===== config.mk =====
export PLATFORM = sky130hd
export DESIGN_NAME = adder_arbiter
export DESIGN_NICKNAME = d
export VERILOG_FILES = /design/src/rtl/adder_arbiter_pkg.sv /design/src/rtl/adder_arbiter_rr_arbiter2.sv /design/src/rtl/adder_arbiter.sv
export SDC_FILE = /design/constraint.sdc
export NUM_CORES = 1
export LEC_CHECK = 0
export CORE_MARGIN = 1
export CORE_UTILIZATION = 42
export CTS_BUF_LIST = sky130_fd_sc_hd__clkbuf_16
export DETAILED_ROUTE_END_ITERATION = 6
export HOLD_SLACK_MARGIN = 0.15
export PLACE_DENSITY = 0.81
export SYNTH_ARGS = -nofsm -noshare
export SYNTH_HDL_FRONTEND = slang
export SYNTH_HIERARCHICAL = 1
export SYNTH_SLANG_ARGS = --single-unit

===== constraint.sdc =====
create_clock -name clock -period 1.9 [get_ports clock]
set_input_delay 0.285 -clock clock [delete_from_list [all_inputs] [get_ports clock]]
set_output_delay 0.285 -clock clock [all_outputs]
set_load 0.02 [all_outputs]

===== src/rtl/adder_arbiter_pkg.sv =====
// rtl/adder_arbiter_pkg.sv - shared state encoding and default sizes for adder_arbiter
package adder_arbiter_pkg;

    localparam int DEFAULT_N       = 8;
    localparam int DEFAULT_TIMEOUT = 15;

    typedef enum logic [2:0] {
        S_IDLE = 3'd0,
        S_LOAD = 3'd1,
        S_GET  = 3'd2,
        S_WAIT = 3'd3,
        S_RESP = 3'd4
    } state_t;

endpackage


===== src/rtl/adder_arbiter_rr_arbiter2.sv =====
// rtl/adder_arbiter_rr_arbiter2.sv - two-way round-robin grant, pointer advances on accept
module rr_arbiter2
    import adder_arbiter_pkg::*;
(
    input  logic       i_clock,
    input  logic       i_reset,
    input  logic [1:0] i_req,
    input  logic       i_accept,
    output logic       o_any,
    output logic       o_idx
);

    logic r_prio;
    logic w_idx;

    // Contention resolves to the pointer; a lone requester always wins.
    assign w_idx = (i_req == 2'b11) ? r_prio : i_req[1];
    assign o_any = |i_req;
    assign o_idx = w_idx;

    always_ff @(posedge i_clock) begin
        if (i_reset) begin
            r_prio <= 1'b0;
        end else if (i_accept && o_any) begin
            r_prio <= ~w_idx;
        end
    end

endmodule


===== src/rtl/adder_arbiter.sv =====
// rtl/adder_arbiter.sv - shares one external adder between two requesters, one op in flight
module adder_arbiter
    import adder_arbiter_pkg::*;
#(
    parameter int N       = DEFAULT_N,
    parameter int TIMEOUT = DEFAULT_TIMEOUT
) (
    input  logic           clock,
    input  logic           reset,
    input  logic [1:0]     req_valid,
    output logic [1:0]     req_ready,
    input  logic [2*N-1:0] req_a,
    input  logic [2*N-1:0] req_b,
    output logic [1:0]     resp_valid,
    input  logic [1:0]     resp_ready,
    output logic [N-1:0]   resp_data,
    output logic           resp_err,
    output logic [N-1:0]   adder_data1,
    output logic [N-1:0]   adder_data2,
    output logic           adder_set1,
    output logic           adder_set2,
    output logic           adder_get,
    input  logic [N-1:0]   adder_sum,
    input  logic           adder_sum_valid
);

    localparam logic [7:0] LP_CNT_LAST = 8'(TIMEOUT - 1);

    state_t       r_state;
    state_t       w_state_next;
    logic [N-1:0] r_op_a;
    logic [N-1:0] r_op_b;
    logic         r_gnt;
    logic [7:0]   r_cnt;
    logic [N-1:0] r_resp_data;
    logic         r_resp_err;

    logic         w_any;
    logic         w_idx;
    logic         w_accept;
    logic         w_timeout;
    logic         w_resp_taken;

    rr_arbiter2 u_rr (
        .i_clock  (clock),
        .i_reset  (reset),
        .i_req    (req_valid),
        .i_accept (w_accept),
        .o_any    (w_any),
        .o_idx    (w_idx)
    );

    // Reset suppresses the grant so no request is acknowledged and then lost.
    assign w_accept     = (r_state == S_IDLE) && w_any && !reset;
    assign w_timeout    = (r_cnt == LP_CNT_LAST);
    assign w_resp_taken = r_gnt ? resp_ready[1] : resp_ready[0];

    always_comb begin
        w_state_next = r_state;
        case (r_state)
            S_IDLE: if (w_accept) w_state_next = S_LOAD;
            S_LOAD: w_state_next = S_GET;
            S_GET:  w_state_next = S_WAIT;
            S_WAIT: if (adder_sum_valid || w_timeout) w_state_next = S_RESP;
            S_RESP: if (w_resp_taken) w_state_next = S_IDLE;
            default: w_state_next = S_IDLE;
        endcase
    end

    always_ff @(posedge clock) begin
        if (reset) begin
            r_state     <= S_IDLE;
            r_op_a      <= '0;
            r_op_b      <= '0;
            r_gnt       <= 1'b0;
            r_cnt       <= '0;
            r_resp_data <= '0;
            r_resp_err  <= 1'b0;
        end else begin
            r_state <= w_state_next;
            case (r_state)
                S_IDLE: begin
                    if (w_accept) begin
                        r_gnt  <= w_idx;
                        r_op_a <= w_idx ? req_a[2*N-1:N] : req_a[N-1:0];
                        r_op_b <= w_idx ? req_b[2*N-1:N] : req_b[N-1:0];
                    end
                end
                S_GET: r_cnt <= '0;
                S_WAIT: begin
                    if (adder_sum_valid) begin
                        r_resp_data <= adder_sum;
                        r_resp_err  <= 1'b0;
                    end else if (w_timeout) begin
                        r_resp_data <= '0;
                        r_resp_err  <= 1'b1;
                    end else begin
                        r_cnt <= r_cnt + 8'd1;
                    end
                end
                default: ;
            endcase
        end
    end

    assign req_ready   = w_accept ? {w_idx, ~w_idx} : 2'b00;
    assign resp_valid  = (r_state == S_RESP) ? {r_gnt, ~r_gnt} : 2'b00;
    assign resp_data   = r_resp_data;
    assign resp_err    = r_resp_err;
    assign adder_data1 = r_op_a;
    assign adder_data2 = r_op_b;
    assign adder_set1  = (r_state == S_LOAD);
    assign adder_set2  = (r_state == S_LOAD);
    assign adder_get   = (r_state == S_GET);

endmodule


==> flow_summary.json <==
{
  "postSynthCellCount": 195,
  "rows": 23,
  "status": "finished clean",
  "clock_sinks": 38,
  "drt-initial-drc-count": 126,
  "clock.fmax_mhz": 548,
  "drc": 0,
  "path_cells": "buf_4 -> inv_1 -> buf_4 -> nor3b_2 -> buf_4 -> a221oi_2 -> o32ai_1",
  "grt_pass1_wl_um": 7630,
  "synth_top_cell_area_share": 0.411,
  "powerDensity_nw_per_um2": 851,
  "yosysWarnings": 6,
  "hold_class": "in2reg",
  "ys_async_sr_fraction": 0,
  "hpwlAfterDp_um": 3410,
  "crit_slowest_cell": "dfxtp_1",
  "ys_dominant_reg_cell": "dfxtp_1",
  "cts_tree": "done",
  "rr_startpoint": "r_state[0]$_SDFFE_PP0P_",
  "clockBufferDepth": 2,
  "slew_headroom": 0.642,
  "slew_viol_final": 0,
  "gr-total-overflow": 0,
  "worstSetupPathType": "reg2reg",
  "placed_cells": 325,
  "final.setup.tns_ns": 0,
  "die_area_sq_um": 4680,
  "cts_root_buffer": "clkbuf_16",
  "end_kind": "register",
  "worst_pin_slew_ns": 0.534,
  "r2r-end": "r_cnt[7]$_SDFFE_PP0P_",
  "io_pins": 79,
  "min_from": "req_valid[1]",
  "start_kind": "register",
  "maxCapViolations": 0,
  "syn_area_sq_um": 1850,
  "power_leakage_nw": 1.17,
  "avgSynthCellArea_sq_um": 9.50,
  "syn_nets": 244,
  "ys_seq_area_frac": 0.411,
  "fin_cells": 335,
  "die_w_um": 68.4,
  "nets": 334,
  "whs_ns": 0.358,
  "power.total_mw": 2.50,
  "htreeDepth": 2,
  "arrival_ns": 2.00,
  "synth_top_family_by_area": "compound AO/OA/AOI/OAI gates",
  "ir_worst_vdd_v": 0.000576,
  "fin_crit_ns": 1.82,
  "gp_congestion": 0.916,
  "yosys-top-cells-area": "dfxtp_1 (41%), mux2i_1 (9.7%), a211oi_1 (7.3%), nor2_1 (4.9%), a22o_1 (3.8%)",
  "initial_core_util": 0.450,
  "utilization": 0.715,
  "synth_compound_area_frac": 0.242,
  "grtUsageTotal": 0.223,
  "grt_pass1_vias": 1698,
  "drt_first_pass_iters": 4,
  "ys_ff_latch": 38,
  "synth.largest_area_cell": "dfxtp_1",
  "viasPerCell": 5.45,
  "wl_met2_um": 2270,
  "wire_per_inst_um": 14.6,
  "via_count": 1826,
  "setup_violations": 0,
  "drive_above_1_share": 0.154,
  "synthAdderAreaFrac": 0.0135,
  "cp_max_fo": 15,
  "crit_path_max_incr_delay_ns": 0.38,
  "rsz0062_at_grt": "true",
  "synth-edff-count": 0,
  "areaGrowthSynthToFinish_pct": 58.7,
  "numCtsBuffers": 5,
  "crit_path_start": "r_state[0]$_SDFFE_PP0P_",
  "ant_nets": 0,
  "synthMuxAreaShare": 0.0972,
  "numPortBuffers": 78,
  "grt_max_degree": 34,
  "fin_crit_sh": 0.960,
  "diodes": 0,
  "core_area_sq_um": 4120,
  "reg2reg_slack_ns": 0.08,
  "synth-xor-area-share": 0,
  "antenna_found_initial": 0,
  "worst_skew_pair.late_latency_ns": 0.28,
  "endpoint": "r_cnt[7]$_SDFFE_PP0P_",
  "wl_met3_um": 439,
  "finalHoldViolations": 0,
  "layout_common_cells": "clkdlybuf4s50_1 (69), dfxtp_1 (38), nor2_1 (24)",
  "crit_path_frequent_cell": "buf_4",
  "top_layer_used": "met4",
  "ys_types": 45,
  "clkSlewWorstSetupHoldPaths_ns": 0.05,
  "skew_ns": 0.00340,
  "die_height_um": 68.4,
  "postCtsHoldBufs": 0,
  "drt-total-wl_um": 4890,
  "required_ns": 2.08,
  "layout_commonest_cell": "clkdlybuf4s50_1",
  "met1_length_um": 2120,
  "reg2reg_depth": 7,
  "synth-simple-area-share": 0.189
}
[critical path, delay by kind of cell (launching register included)]
kind | cells | cell delay (ns)
buffers and inverters | 4 | 0.67
flip-flops | 1 | 0.38
AND/OR/NAND/NOR | 1 | 0.36
AO/OA/AOI/OAI | 2 | 0.31
[layout make-up]
cell class,instances,area [sq um]
clock inverter,2,33.8
multi-input combinational,137,1020
clock buffer,5,125
tap,50,62.6
timing repair buffer,97,911
inverter,6,22.5
fill,328,1170
sequential,38,761
[through the flow]
step                setup slack [ns]  cell area, sq um
floorplan                      0.180              1850
global placement              -0.487              2750
detailed placement            -0.535              2750
CTS                          0.00521              2910
global route                 -0.0132              2940
finish                        0.0752              2940
[flip-flops by register name, summed over array words and instances, names as in the netlist]
register     flops
resp_data        8
adder_data2      8
u_rr/r_prio      1
r_state          3
adder_data1      8
r_gnt            1
resp_err         1
r_cnt            8
[cell usage after synthesis (all sizes together) (3+ instances only)]
cell type	number
clkbuf	4
inv	6
dfxtp	38
a22o	8
nor2	24
buf	10
nand3	3
a21oi	9
nand2	9
nor2b	3
a31oi	6
nor3	3
mux2i	18
a211oi	18
[worst min-delay path by stage]
stage / slack [ns] / cells after the start / to
after floorplan: 0.35 / 1 / u_rr/r_prio$_SDFFE_PP0P_
after global placement: 0.46 / 1 / resp_data[4]$_SDFFE_PP0P_
after detailed placement: 0.46 / 1 / resp_data[1]$_SDFFE_PP0P_
after CTS: 0.47 / 1 / resp_data[2]$_SDFFE_PP0P_
after global routing: 0.37 / 3 / u_rr/r_prio$_SDFFE_PP0P_
final: 0.36 / 3 / u_rr/r_prio$_SDFFE_PP0P_
[layer usage]
metal	vias up	GRT usage
li1	905	-
met1	839	0.264
met2	76	0.366
met3	6	0.0833
met4	0	0.0781
met5	-	0
[kinds of logic after synthesis]
group | after synthesis
fa+ha+maj | 2
flops | 38
compound gates | 56
mux | 18
buf+inv | 20
simple gates | 61
[power breakdown]
group          total, mW  internal [mW]  switching [mW]
registers          0.909          0.869          0.0407
clock network      0.919          0.607           0.312
logic              0.674          0.340           0.334
total               2.50           1.82           0.687
[what timing repair did]
item,CTS,global route
hold endpoints to repair,0,0
pin swaps,0,1
setup endpoints to repair,7,13
setup buffers,0,3
gates resized for setup,17,8
No activity file was read; power rests on OpenSTA's default activity.
